==> src/rtl/jump_if.sv <==
// Next-PC jump-select bus: upstream next-PC candidates and control in, selected/registered PC out.
interface jump_if;
  logic        en;
  logic [31:0] previousPC4;
  logic [31:0] instruction;
  logic [31:0] MuxResult;
  logic        Jump;
  logic [31:0] nextPC;
  logic [31:0] currentPC4;
  logic        jump_taken;
  logic        illegal_jump;

  modport master (
    output en, previousPC4, instruction, MuxResult, Jump,
    input  nextPC, currentPC4, jump_taken, illegal_jump
  );

  modport slave (
    input  en, previousPC4, instruction, MuxResult, Jump,
    output nextPC, currentPC4, jump_taken, illegal_jump
  );
endinterface

==> src/rtl/jump.sv <==
// MIPS next-PC jump-select stage: J-type target formation, target/mux select, registered next PC.
// Optional opcode qualification of Jump (J/JAL only) is enabled by defining JUMP_OPCODE_CHECK_EN.
module jump #(
  parameter logic [31:0] RESET_PC = 32'h0000_0000
) (
  input logic   clk,
  input logic   rst_n,
  jump_if.slave bus
);

  function automatic logic is_j_opcode(input logic [5:0] opcode);
    case (opcode)
      6'b000010: return 1'b1;
      6'b000011: return 1'b1;
      default:   return 1'b0;
    endcase
  endfunction

  logic [31:0] target_s;
  logic        accepted_s;
  logic        illegal_s;
  logic [31:0] current_pc4_r;
  logic        jump_taken_r;
  logic        illegal_jump_r;

`ifndef JUMP_OPCODE_CHECK_EN
  logic        unused_opcode_s;
  assign unused_opcode_s = ^bus.instruction[31:26];
`endif

  // Jump target, acceptance and combinational next-PC select
  always_comb begin
    target_s   = {bus.previousPC4[31:28], bus.instruction[25:0], 2'b00};
    accepted_s = 1'b0;
    illegal_s  = 1'b0;
`ifdef JUMP_OPCODE_CHECK_EN
    accepted_s = bus.Jump & is_j_opcode(bus.instruction[31:26]);
    illegal_s  = bus.Jump & ~is_j_opcode(bus.instruction[31:26]);
`else
    accepted_s = bus.Jump;
    illegal_s  = 1'b0;
`endif
    if (accepted_s) begin
      bus.nextPC = target_s;
    end else begin
      bus.nextPC = bus.MuxResult;
    end
  end

  // Next-PC and status registers, updated together when enabled
  always_ff @(posedge clk or negedge rst_n) begin
    if (!rst_n) begin
      current_pc4_r  <= RESET_PC;
      jump_taken_r   <= 1'b0;
      illegal_jump_r <= 1'b0;
    end else if (bus.en) begin
      current_pc4_r  <= bus.nextPC;
      jump_taken_r   <= accepted_s;
      illegal_jump_r <= illegal_s;
    end else begin
      current_pc4_r  <= current_pc4_r;
      jump_taken_r   <= jump_taken_r;
      illegal_jump_r <= illegal_jump_r;
    end
  end

  assign bus.currentPC4   = current_pc4_r;
  assign bus.jump_taken   = jump_taken_r;
  assign bus.illegal_jump = illegal_jump_r;

endmodule

==> src/flat_wrapper.sv <==
// flat-port wrapper written by rule: the top's interface ports become plain ports
module jump_flat 
#(
  parameter logic [31:0] RESET_PC = 32'h0000_0000
)
  (clk, rst_n, bus_en, bus_previousPC4, bus_instruction, bus_MuxResult, bus_Jump, bus_nextPC, bus_currentPC4, bus_jump_taken, bus_illegal_jump);
  jump_if bus_i ();
  input logic clk;
  input logic rst_n;
  input wire logic [$bits(bus_i.en)-1:0] bus_en;
  input wire logic [$bits(bus_i.previousPC4)-1:0] bus_previousPC4;
  input wire logic [$bits(bus_i.instruction)-1:0] bus_instruction;
  input wire logic [$bits(bus_i.MuxResult)-1:0] bus_MuxResult;
  input wire logic [$bits(bus_i.Jump)-1:0] bus_Jump;
  output wire logic [$bits(bus_i.nextPC)-1:0] bus_nextPC;
  output wire logic [$bits(bus_i.currentPC4)-1:0] bus_currentPC4;
  output wire logic [$bits(bus_i.jump_taken)-1:0] bus_jump_taken;
  output wire logic [$bits(bus_i.illegal_jump)-1:0] bus_illegal_jump;
  assign bus_i.en = bus_en;
  assign bus_i.previousPC4 = bus_previousPC4;
  assign bus_i.instruction = bus_instruction;
  assign bus_i.MuxResult = bus_MuxResult;
  assign bus_i.Jump = bus_Jump;
  assign bus_nextPC = bus_i.nextPC;
  assign bus_currentPC4 = bus_i.currentPC4;
  assign bus_jump_taken = bus_i.jump_taken;
  assign bus_illegal_jump = bus_i.illegal_jump;
  jump #(.RESET_PC(RESET_PC)) u_core (.clk(clk), .rst_n(rst_n), .bus(bus_i));
endmodule
==> config.mk <==
export PLATFORM = sky130hd
export DESIGN_NAME = jump_flat
export DESIGN_NICKNAME = d
export VERILOG_FILES = /design/src/rtl/jump_if.sv /design/src/rtl/jump.sv /design/src/flat_wrapper.sv
export SDC_FILE = /design/constraint.sdc
export NUM_CORES = 1
export LEC_CHECK = 0
export CAP_MARGIN = 20
export CORE_ASPECT_RATIO = 0.6
export CORE_MARGIN = 4
export CORE_UTILIZATION = 25
export CTS_BUF_LIST = sky130_fd_sc_hd__clkbuf_2
export CTS_CLUSTER_DIAMETER = 200
export DETAILED_ROUTE_END_ITERATION = 12
export PLACE_DENSITY = 0.67
export SYNTH_ARGS = -nofsm -noshare
export SYNTH_HDL_FRONTEND = slang
export SYNTH_SLANG_ARGS = --single-unit
==> constraint.sdc <==
create_clock -name clk -period 1.2 [get_ports clk]
set_input_delay 0.24 -clock clk [delete_from_list [all_inputs] [get_ports clk]]
set_output_delay 0.24 -clock clk [all_outputs]
set_load 0.01 [all_outputs]
# Word level (Yosys, flattened, before mapping)
# Cells that the tools add are included.
totals:
  reg_bits: 33
  input_bits: 100
  out_inout_bits: 66
  elab_cells: 3
classes:
  muxes: 1
ops:
  columns: ["cell", "count"]
  rows:
  - ["$mux W32", 1]

# Longest topological paths before layout
# Gate-level depths: netlist (run 1).
logic_depth:
  depth_word: 1
  depth_mapped: 4
  mapped_depth_nobuf: 2

# Least setup slack after synthesis (run 1)
# No wires, ideal clock.
synth_timing:
  kind: "input -> register"
  from: "input port bus_Jump"
  to: "register u_core.current_pc4_r[22] (netlist: u_core.bus.currentPC4[22])"
  setup_time_ns: 0.125
  arrival_time_ns: 1.070
  required_ns: 1.075
  slack_ns: 0.005
  stages: 4
  path_buffers: 2
  path_cell_list: "buf_6 > buf_8 > mux2_4 > mux2_4"
synth_between:
  elab_chain_len: 1
synth_lines:
  columns: ["item", "line_no", "text"]
  rows:
  - ["start, declared", "flat_wrapper.sv:14", "input wire logic [$bits(bus_i.Jump)-1:0] bus_Jump;"]
  - ["$mux W32", "jump.sv:43", "if (accepted_s) begin"]
  - ["via bus_nextPC[22]", "flat_wrapper.sv:15", "output wire logic [$bits(bus_i.nextPC)-1:0] bus_nextPC;"]
  - ["end signal, assigned", "jump.sv:57", "current_pc4_r <= bus.nextPC;"]
  - ["end signal, assigned", "jump.sv:61", "current_pc4_r <= current_pc4_r;"]
  - ["end, declared", "jump.sv:22", "logic [31:0] current_pc4_r;"]
# The timed path passes the listed nets, and every way through them passes these cells.
# A chain may end at the register's enable or synchronous reset.

# Worst setup path after layout (run 1)
layout_timing:
  from: "input port bus_Jump"
  to: "output port bus_nextPC[4]"
layout_between:
  elab_chain_len: 1
layout_lines:
  columns: ["item", "line_no"]
  rows:
  - ["$mux W32", "jump.sv:43"]
  - ["end, declared", "flat_wrapper.sv:15"]
# No other way between the ends.

==> summary.txt, run 1 <==
Worst hold path
  – Kind of path behind the tightest hold check: in2async

CTS
  – CTS Buffer Depth: 2
  – Clock Pin Slew Worst Setup and Hold Paths: between 0.15 and 0.2 ns
  – Buffer type at the clock tree root: sky130_fd_sc_hd__clkbuf_2
  – Num CTS Buffers: 5
  – CTS H-tree lvls: 2
  – TritonCTS clock tree: built
  – Worst skew pair latency: around 0.35 ns
  – Number of sinks on the clock net: 33

Run status
  – Outcome: finished, final reports clean

Synthesis
  – Fraction of the mapped netlist area in compound gates: 0%
  – Sequential element share of the synthesized area: between 40 and 50%
  – Adder and majority cell fraction of the synthesized area: 0%
  – Share of cell area taken by muxes after synthesis: between 40% and 50%
  – Syn Area/Cell: around 17 um^2
  – Net count after synthesis: roughly 210
  – Synthesized instance count: approximately 110
  – Mapped cell area: roughly 0.0018 mm^2
  – Unique masters post-synth: 10
  – Post-synthesis share of cell area spent on and, or, nand and nor gates: less than 1%
  – Share of the synthesized netlist area taken by xor and xnor gates: 0%
  – Count of state elements after synthesis: 33
  – Number of warning messages in the yosys log: 0
  – Main combinational cell family by area after synthesis: multiplexers

Global route
  – Global-route wire length before repair: 9210 um
  – Aggregate global routing overflow: 0
  – GR Layer Usage met1: between 10% and 20%
  – Global-route total usage across every layer: about an eighth
  – Via count of the first global-routing pass: roughly 1800
  – Maximum number of pins on one net before global-route repair: 22
  – Busiest metal layer after global routing: met2
  – Met2 global-route usage: between 20% and 30%
  – Initial antenna violation count: 1
  – Global routing usage on met3: under 10%

Floorplan
  – Width of the chip: 119 um
  – Starting Density: 26.8%
  – Num rows: 23
  – Die Outline Area: around 0.009 mm^2
  – Core Area: around 0.0069 mm^2
  – Number of top-level design ports: roughly 170
  – Die Y-Extent: roughly 75 um

Place
  – Worst slack after detailed placement: -0.525 ns
  – Total of buffers placed on input and output ports: 130
  – Routability congestion estimate from global placement: 0.719
  – Post-detailed-placement half-perimeter wirelength: 4360 um
  – Standard cell area after detailed placement: around 0.0034 mm^2

Worst setup path
  – Category of the worst setup path launch point: input port
  – Register-to-register setup slack: around 0.20 ns
  – WP data required: around 0.96 ns
  – Startpoint-to-endpoint class of the critical path: in2out
  – Data arrival time of the critical path: roughly 0.96 ns
  – Crit end category: output pin
  – CP max FO: 7

Power
  – Combinational share of power: between 40% and 50%
  – Sw frac: between 20 and 30%
  – Overall power consumption: about 3.5 mW
  – Part of the power in the clock network: 20.8%
  – Design internal power: 2.56 mW
  – Net switching power of the design: ~940 uW
  – Leak Pwr: 1.98 nW
  – Part of the total power dissipated in sequential elements: a little under two fifths
  – Pwr per Cell Area: around 940 mW/mm^2
  – Max rail drop VDD: ~0.00035 V

Timing
  – Final critical delay including setup and external delays: between 1 and 1.5 ns
  – Sum of negative setup slack: 0 ns
  – Maximum clock frequency: between 0.8 and 0.9 GHz
  – Worst clock skew on the final layout: 0 ns
  – Unrepaired setup endpoints after global routing: true
  – Final Hold Viols: 0
  – Final worst path period share: around 100%
  – Final setup violation count: 0
  – Post-layout worst setup margin: ~0.0015 ns
  – Max Slew Vio Count: 0

Run
  – Max-cap violation count: 0

Route
  – Final wirelength: a little under 6000 um
  – Count of nets left with antenna violations after detail routing: 0
  – Detailed-routing iteration count for the pre-antenna-repair pass: 4
  – Starting DRC count in detailed routing: 32
  – Routed len/inst: between 15 and 20 um
  – Via density per instance: between 4 and 5
  – Via total after detailed routing: 1616
  – Final routed DRC violation total: 0

Finish
  – Relative area change from synthesis to final layout: 102%
  – Commonest non-fill, non-tap cells in the layout: 61 x sky130_fd_sc_hd__dlygate4sd2_1, 57 x sky130_fd_sc_hd__mux2_4, 51 x sky130_fd_sc_hd__buf_4, 47 x sky130_fd_sc_hd__buf_6, 33 x sky130_fd_sc_hd__dfrtp_1
  – Final Core Density: 54.0%
  – Area occupied by multi-input gates: ~950 um^2
  – Leading cell type in the layout, fill and taps excluded: sky130_fd_sc_hd__dlygate4sd2_1
  – Area of all placed cells without fillers: ~0.0037 mm^2
  – Area taken by flip-flops and latches: slightly above 800 um^2
  – Post-layout nets: slightly below 400
  – Proportion of layout cells with a drive suffix above 1: between 60% and 70%
  – Fill cell total of the finished layout: 609
final timing paths:
path	to	startpoint	cells after the start
max	bus_nextPC[4]	bus_Jump	4
min	u_core.bus.currentPC4[15]	rst_n	2
max reg2reg	u_core.bus.currentPC4[23]	u_core.bus.currentPC4[23]	3
min reg2reg	u_core.bus.currentPC4[20]	u_core.bus.currentPC4[20]	1
max in group asynchronous	u_core.bus.currentPC4[4]	rst_n	3
min in group clk	u_core.bus.jump_taken	bus_Jump	3
critical path: stages:
cell and delay (ns):
sky130_fd_sc_hd__buf_16 0.13, sky130_fd_sc_hd__buf_12 0.14, sky130_fd_sc_hd__mux2_4 0.31, sky130_fd_sc_hd__buf_6 0.12
routing by layer:
metal	vias to the layer above	part of all wire (%)
met5	-	0
met4	0	0.28
met3	3	10
met2	84	47
met1	772	42
li1	757	-
power groups by stage:
stage	combinational, mW	sequential, mW	clock, mW
floorplan	0.478	1.40	0
global placement	1.33	1.34	0
detailed placement	1.34	1.34	0
CTS	1.36	1.32	0.764
global route	1.54	1.35	0.815
finish	1.44	1.33	0.729
what timing repair did:
action | 4_1_cts | 5_1_grt
pin swaps | 0 | 0
setup buffers | 29 | 9
setup endpoints to repair | 65 | 55
gates resized for setup | 368 | 16
hold endpoints to repair | 33 | 0
hold buffers | 1 | 0
cloned | 2 | 0
per-stage QoR:
step                std cells  hold WS (ns)
floorplan                 108       -0.0556
global placement          335         0.126
detailed placement        335         0.128
CTS                       375         0.225
global route              385         0.216
finish                    385         0.246
sequential cells by signal, summed over array words and instances, names as in the netlist:
name,count
u_core.bus.currentPC4,32
u_core.bus.jump_taken,1
cell type report:
cell class | count | share of cell area, %
antenna | 1 | 0.0671
clock buffer | 6 | 0.806
clock inverter | 2 | 0.906
multi-input combinational | 66 | 25.6
sequential | 33 | 22.2
tap | 87 | 2.92
timing repair buffer | 190 | 47.5
cell families (layout without fill, tap and decap cells):
group         Yosys count  count (layout)
flops                  33              33
simple gates            2               2
mux                    63              63
buf+inv                 9             198
other cells             1               2
cells in the mapped netlist:
| library cell | number | area (um^2) |
|---|---|---|
| sky130_fd_sc_hd__buf_12 | 2 | 40.0 |
| sky130_fd_sc_hd__buf_2 | 4 | 20.0 |
| sky130_fd_sc_hd__buf_4 | 1 | 7.51 |
| sky130_fd_sc_hd__buf_6 | 1 | 11.3 |
| sky130_fd_sc_hd__buf_8 | 1 | 15.0 |
| sky130_fd_sc_hd__conb_1 | 1 | 3.75 |
| sky130_fd_sc_hd__dfrtp_1 | 33 | 826 |
| sky130_fd_sc_hd__mux2_2 | 9 | 101 |
| sky130_fd_sc_hd__mux2_4 | 54 | 811 |
| sky130_fd_sc_hd__nor2b_1 | 2 | 12.5 |
Note: power is estimated with default switching activity, not from simulation.
==> run 2, diff against run 1 <==
- PLACE_DENSITY: 0.67 -> 0.7
- clock period: 1.2 -> 1 ns (I/O delays scaled with it)
==> run 2 against run 1 <==
Net effect:
- the flow now finishes with violations (negative setup slack)
- critical path type is now in2reg
- worst setup slack got worse by 0.13 ns
- critical endpoint is now u_core.bus.currentPC4[14]
- cell area is the same
- combinational power increased by 24%
- clock skew unchanged
- die area is the same
- largest cell class unchanged
==> summary.txt, run 2 (synthesis gave the netlist of run 1 again) <==
Finish
  – Area of all placed cells without fillers: 0.00373 mm^2 (unchanged)
  – Final Core Density: 54.0% (unchanged)
  – Proportion of layout cells with a drive suffix above 1: 66.8% (-0.22 points)
  – Relative area change from synthesis to final layout: 102% (unchanged)
  – Fill cell total of the finished layout: 600 (-1.5%)
  – Post-layout nets: 395 (-0.25%)
  – ANT cells: 0 (-1)
  – Number of standard cells in the layout, taps in and fillers out: 382 (-0.78%)
  – Flip-flop count of the largest register after layout: 32 (unchanged)
  – Leading cell type in the layout, fill and taps excluded: sky130_fd_sc_hd__dlygate4sd2_1
  – Commonest non-fill, non-tap cells in the layout: 62 x sky130_fd_sc_hd__dlygate4sd2_1, 60 x sky130_fd_sc_hd__buf_6, 57 x sky130_fd_sc_hd__mux2_4, 40 x sky130_fd_sc_hd__buf_4, 33 x sky130_fd_sc_hd__dfrtp_1

Worst setup path
  – Data arrival time of the critical path: 1.36 ns (+0.40 ns)
  – Startpoint-to-endpoint class of the critical path: in2reg
  – Category of the worst setup path launch point: input port
  – Register-to-register setup slack: -0.03 ns (-0.23 ns)
  – WP data required: 1.23 ns (+0.27 ns)
  – Crit end category: register
  – FF-to-FF Start: u_core.bus.currentPC4[14]
  – Worst reg2reg path depth: 3 (unchanged)
  – Endpoint of the most critical register-to-register path: u_core.bus.currentPC4[14]
  – CP max FO: 7 (unchanged)

Global route
  – Global-route total usage across every layer: 13.6% (+0.30 points)
  – Maximum number of pins on one net before global-route repair: 22 (unchanged)
  – Aggregate global routing overflow: 0 (unchanged)
  – Initial antenna violation count: 0 (-1)
  – Global-route wire length before repair: 9360 um (+1.6%)
  – Via count of the first global-routing pass: 1828 (-0.60%)

Route
  – Via density per instance: 4.15 (-1.1%)
  – Final wirelength: 5970 um (+0.12%)
  – Starting DRC count in detailed routing: 34 (+6.3%)
  – Routed len/inst: 15.6 um (+0.90%)
  – Count of nets left with antenna violations after detail routing: 0 (unchanged)
  – Via total after detailed routing: 1585 (-1.9%)
  – Detailed-routing iteration count for the pre-antenna-repair pass: 2 (-2)
  – Final routed DRC violation total: 0 (unchanged)

Timing
  – Final critical delay including setup and external delays: roughly 1.1 ns
  – Worst clock skew on the final layout: 0 ns (unchanged)
  – Maximum clock frequency: slightly below 0.9 GHz
  – Final setup violation count: 76 (+76)
  – Final Hold Viols: 0 (unchanged)
  – Unrepaired setup endpoints after global routing: true
  – Post-layout worst setup margin: -0.126 ns (-0.127 ns)
  – Hold Slack: 0.281 ns (+0.0353 ns)
  – Final worst path period share: 113%
  – Sum of negative setup slack: -6.61 ns (-6.61 ns)
  – Max Slew Vio Count: 0 (unchanged)

Worst hold path
  – Cell depth of the worst min-delay path: 3
  – End point of the worst hold path: u_core.bus.jump_taken
  – Kind of path behind the tightest hold check: in2reg
  – Worst Min Path Start: bus_Jump

Power
  – Overall power consumption: 3.97 mW (+13%)
  – Pwr per Cell Area: 1070 mW/mm^2 (+13%)
  – Max rail drop VDD: 0.000450 V (+30%)
  – Leak Pwr: 1.97 nW (-0.64%)

Run
  – Max-cap violation count: 0 (unchanged)

CTS
  – Num CTS Buffers: 5 (unchanged)
  – Worst skew pair latency: 0.34 ns (about the same)
  – Buffer type at the clock tree root: sky130_fd_sc_hd__clkbuf_2
  – Clock Pin Slew Worst Setup and Hold Paths: 0.15 ns (-0.03 ns)
  – TritonCTS clock tree: built
  – CTS H-tree lvls: 2 (unchanged)
  – CTS Buffer Depth: 2 (unchanged)
  – Number of sinks on the clock net: 33 (unchanged)

Floorplan
  – Number of top-level design ports: 166 (unchanged)
  – Starting Density: 26.8% (unchanged)
  – Width of the chip: 119 um (unchanged)
  – Die Y-Extent: 74.6 um (unchanged)
  – Core Area: 0.00691 mm^2 (unchanged)
  – Die Outline Area: 0.00888 mm^2 (unchanged)
  – Num rows: 23 (unchanged)

Place
  – Routability congestion estimate from global placement: 0.739 (+2.8%)
  – Placed Instances: 345 (+3.0%)
  – Post-detailed-placement half-perimeter wirelength: 4350 um (-0.18%)
  – Worst slack after detailed placement: -0.593 ns (-0.0679 ns)
  – Standard cell area after detailed placement: 0.00343 mm^2 (+1.9%)
  – Total of buffers placed on input and output ports: 130 (unchanged)

Run status
  – Outcome: finished, violations left
  – Violations in the final reports: negative setup slack
## run 2: cell types whose count changed in the layout (fill, tap and decap cells not counted), sizes merged
| cell | before | now |
|---|---|---|
| buf | 127 | 126 |
| diode | 1 | 0 |
| dlygate4sd2 | 61 | 62 |
| dlymetal6s2s | 1 | 0 |
| bufinv | 1 | 0 |
## run 2: layout make-up
type	instances	area (um^2)	area share, %
Timing Repair Buffer	189	1800	48.4
Clock buffer	6	30.0	0.806
Tap cell	87	109	2.92
Multi-Input combinational cell	66	955	25.6
Sequential cell	33	826	22.2
Clock inverter	1	3.75	0.101
## run 2: metal layers
layer | vias up | part of all wire, % | GRT usage, %
met1 | 742 | 44 | 16.8
met5 | - | 0 | 0
met2 | 89 | 44 | 21.4
met3 | 4 | 12 | 7.37
li1 | 750 | - | -
met4 | 0 | 0.35 | 2.31
## run 2: critical path, stage by stage
cell	delay [ns]
sky130_fd_sc_hd__buf_12	0.13
sky130_fd_sc_hd__buf_12	0.14
sky130_fd_sc_hd__mux2_4	0.32
sky130_fd_sc_hd__buf_6	0.12
sky130_fd_sc_hd__buf_6	0.10
sky130_fd_sc_hd__buf_6	0.10
sky130_fd_sc_hd__mux2_4	0.24
## run 2: worst max path at each step
stage / startpoint / endpoint / slack (ns) / depth (start not counted)
2_1_floorplan: bus_Jump / u_core.bus.currentPC4[2] / -0.15 / 4
3_3_place_gp: bus_MuxResult[8] / bus_nextPC[8] / -0.60 / 3
3_5_place_dp: bus_MuxResult[8] / bus_nextPC[8] / -0.59 / 3
4_1_cts: u_core.bus.currentPC4[25] / bus_currentPC4[25] / -0.15 / 1
5_1_grt: u_core.bus.currentPC4[1] / bus_currentPC4[1] / -0.20 / 1
6_report: bus_Jump / u_core.bus.currentPC4[14] / -0.13 / 7
## run 2: where the power goes
group	internal, mW	leakage (nW)	switching [mW]
combinational	1.20	1.55	0.591
clock	0.164	0.0265	0.410
sequential	1.50	0.388	0.109
total	2.86	1.97	1.11
## run 2: repair_timing
item	in CTS	in global routing
cloned	2	0
resized for setup	379	22
endpoints found under the setup margin	66	68
setup buffers	20	9
hold buffers	1	0
endpoints found under the hold margin	33	0
==> run 3, diff against run 2 <==
- SKIP_LAST_GASP: default -> 1
==> run 3 against run 2 <==
Net effect:
- the flow still finishes with violations (negative setup slack)
- combinational power barely moved
- final cell count fell by 0.26%
- worst setup slack gained 0.0049 ns
- clock power about the same
- worst hold slack hardly changed
- first-iteration DRC count shrank 8.8%
- clock skew stayed put
- cell area decreased by 0.81%
- sequential power about the same
- critical path type is now reg2out
- largest cell class unchanged
- largest power group unchanged
==> summary.txt, run 3 (synthesis gave the netlist of run 1 again) <==
CTS
  – Worst skew pair latency: 0.34 ns (about the same)
  – TritonCTS clock tree: built
  – Buffer type at the clock tree root: sky130_fd_sc_hd__clkbuf_2
  – CTS Buffer Depth: 2 (unchanged)
  – Clock Pin Slew Worst Setup and Hold Paths: 0.16 ns (about the same)
  – Num CTS Buffers: 5 (unchanged)
  – CTS H-tree lvls: 2 (unchanged)
  – Number of sinks on the clock net: 33 (unchanged)

Route
  – Via density per instance: 4.15 (about the same)
  – Via total after detailed routing: 1581 (-0.25%)
  – Final wirelength: 5930 um (-0.65%)
  – Final routed DRC violation total: 0 (unchanged)
  – Detailed-routing iteration count for the pre-antenna-repair pass: 2 (unchanged)
  – Count of nets left with antenna violations after detail routing: 0 (unchanged)
  – Routed len/inst: 15.6 um (-0.39%)
  – Starting DRC count in detailed routing: 31 (-8.8%)

Global route
  – Initial antenna violation count: 0 (unchanged)
  – Global-route total usage across every layer: 13.5% (-0.099 points)
  – Via count of the first global-routing pass: 1820 (-0.44%)
  – Global-route wire length before repair: 9290 um (-0.74%)
  – Maximum number of pins on one net before global-route repair: 22 (unchanged)
  – Aggregate global routing overflow: 0 (unchanged)

Place
  – Placed Instances: 345 (unchanged)
  – Post-detailed-placement half-perimeter wirelength: 4350 um (unchanged)
  – Routability congestion estimate from global placement: 0.739 (unchanged)
  – Total of buffers placed on input and output ports: 130 (unchanged)
  – Standard cell area after detailed placement: 0.00343 mm^2 (unchanged)
  – Worst slack after detailed placement: -0.593 ns (unchanged)

Finish
  – Fill cell total of the finished layout: 604 (+0.67%)
  – Leading cell type in the layout, fill and taps excluded: sky130_fd_sc_hd__dlygate4sd2_1
  – Post-layout nets: 394 (-0.25%)
  – Area of all placed cells without fillers: 0.00370 mm^2 (-0.81%)
  – Flip-flop count of the largest register after layout: 32 (unchanged)
  – Relative area change from synthesis to final layout: 100%
  – Commonest non-fill, non-tap cells in the layout: 62 x sky130_fd_sc_hd__dlygate4sd2_1, 57 x sky130_fd_sc_hd__mux2_4, 54 x sky130_fd_sc_hd__buf_6, 45 x sky130_fd_sc_hd__buf_4, 33 x sky130_fd_sc_hd__dfrtp_1
  – Number of standard cells in the layout, taps in and fillers out: 381 (-0.26%)
  – Proportion of layout cells with a drive suffix above 1: 66.7% (-0.11 points)
  – ANT cells: 0 (unchanged)

Floorplan
  – Core Area: 0.00691 mm^2 (unchanged)
  – Die Y-Extent: 74.6 um (unchanged)
  – Width of the chip: 119 um (unchanged)
  – Num rows: 23 (unchanged)
  – Number of top-level design ports: 166 (unchanged)
  – Starting Density: 26.8% (unchanged)
  – Die Outline Area: 0.00888 mm^2 (unchanged)

Timing
  – Worst clock skew on the final layout: 0 ns (unchanged)
  – Final worst path period share: 112% (-0.49 points)
  – Final critical delay including setup and external delays: 1.12 ns (-0.00486 ns)
  – Unrepaired setup endpoints after global routing: true
  – Final setup violation count: 76 (unchanged)
  – Maximum clock frequency: 0.892 GHz (+0.43%)
  – Final Hold Viols: 0 (unchanged)
  – Post-layout worst setup margin: -0.121 ns (+0.00486 ns)
  – Max Slew Vio Count: 0 (unchanged)

Worst setup path
  – Cell family with the largest share of critical-path delay: flip-flops
  – Sequence of cells on the critical path: buf_2
  – Startpoint-to-endpoint class of the critical path: reg2out
  – Worst-path cell with the longest stage delay: sky130_fd_sc_hd__dfrtp_1
  – Crit end category: output pin
  – Worst path max stage delay: 0.43 ns (+0.11 ns)
  – WP data required: 0.80 ns (-0.43 ns)
  – Buffering stage count on the worst path with inverters included: 1 (-4)
  – Register-to-register setup slack: -0.03 ns (about the same)
  – Endpoint of the most critical register-to-register path: u_core.bus.currentPC4[14]
  – Category of the worst setup path launch point: register
  – Worst reg2reg path depth: 3 (unchanged)
  – CP max FO: 2 (-5)
  – Data arrival time of the critical path: 0.92 ns (-0.44 ns)
  – FF-to-FF Start: u_core.bus.currentPC4[14]

Worst hold path
  – End point of the worst hold path: u_core.bus.jump_taken
  – Worst Min Path Start: bus_Jump
  – Kind of path behind the tightest hold check: in2reg
  – Cell depth of the worst min-delay path: 3 (unchanged)

Power
  – Leak Pwr: 1.96 nW (-0.62%)
  – Pwr per Cell Area: 1070 mW/mm^2 (+0.17%)
  – Max rail drop VDD: 0.000455 V (+1.2%)

Run status
  – Violations in the final reports: negative setup slack
  – Outcome: finished, violations left

Run
  – Max-cap violation count: 0 (unchanged)
-- run 3: worst max path at each step --
stage	slack, ns	startpoint	cells after the start	to
2_1_floorplan	-0.15	bus_Jump	4	u_core.bus.currentPC4[2]
3_3_place_gp	-0.60	bus_MuxResult[8]	3	bus_nextPC[8]
3_5_place_dp	-0.59	bus_MuxResult[8]	3	bus_nextPC[8]
4_1_cts	-0.15	u_core.bus.currentPC4[25]	1	bus_currentPC4[25]
5_1_grt	-0.20	u_core.bus.currentPC4[1]	1	bus_currentPC4[1]
6_report	-0.12	u_core.bus.currentPC4[6]	1	bus_currentPC4[6]
-- run 3: layout make-up --
cell class	count	area, um^2	area share, %
timing repair buffer	188	1770	48.0
multi-input combinational	66	955	25.8
sequential	33	826	22.3
tap	87	109	2.94
clock buffer	6	30.0	0.812
clock inverter	1	3.75	0.102
-- run 3: report_power, final --
group	switching [mW]	internal, mW
Clock	0.411	0.164
Sequential	0.108	1.50
Combinational	0.584	1.18
-- run 3: what timing repair did --
item | CTS | global route
gates resized for setup | 376 | 18
buffers inserted | 20 | 9
endpoints found under the setup margin | 66 | 68
hold buffers | 1 | 0
cloned | 2 | 0
endpoints found under the hold margin | 33 | 0
-- run 3: routing by layer --
metal  GRT usage [%]  vias to the layer above  routed length [um]
li1                -                      748                   -
met1            16.7                      740                2580
met2            21.1                       89                2630
met3            7.37                        4                 702
met4            2.31                        0                  21
met5               0                        -                   0
-- run 3: through the flow --
step	setup TNS (ns)	hold WS [ns]	utilization [%]	power [mW]
after global placement	-30.47	0.161	49.7	3.26
final	-6.50	0.281	53.5	3.95
after CTS	-7.78	0.245	51.6	3.89
after detailed placement	-30.83	0.154	49.7	3.28
after floorplan	-4.21	-0.0956	-	2.26
after global routing	-9.82	0.221	53.5	4.21
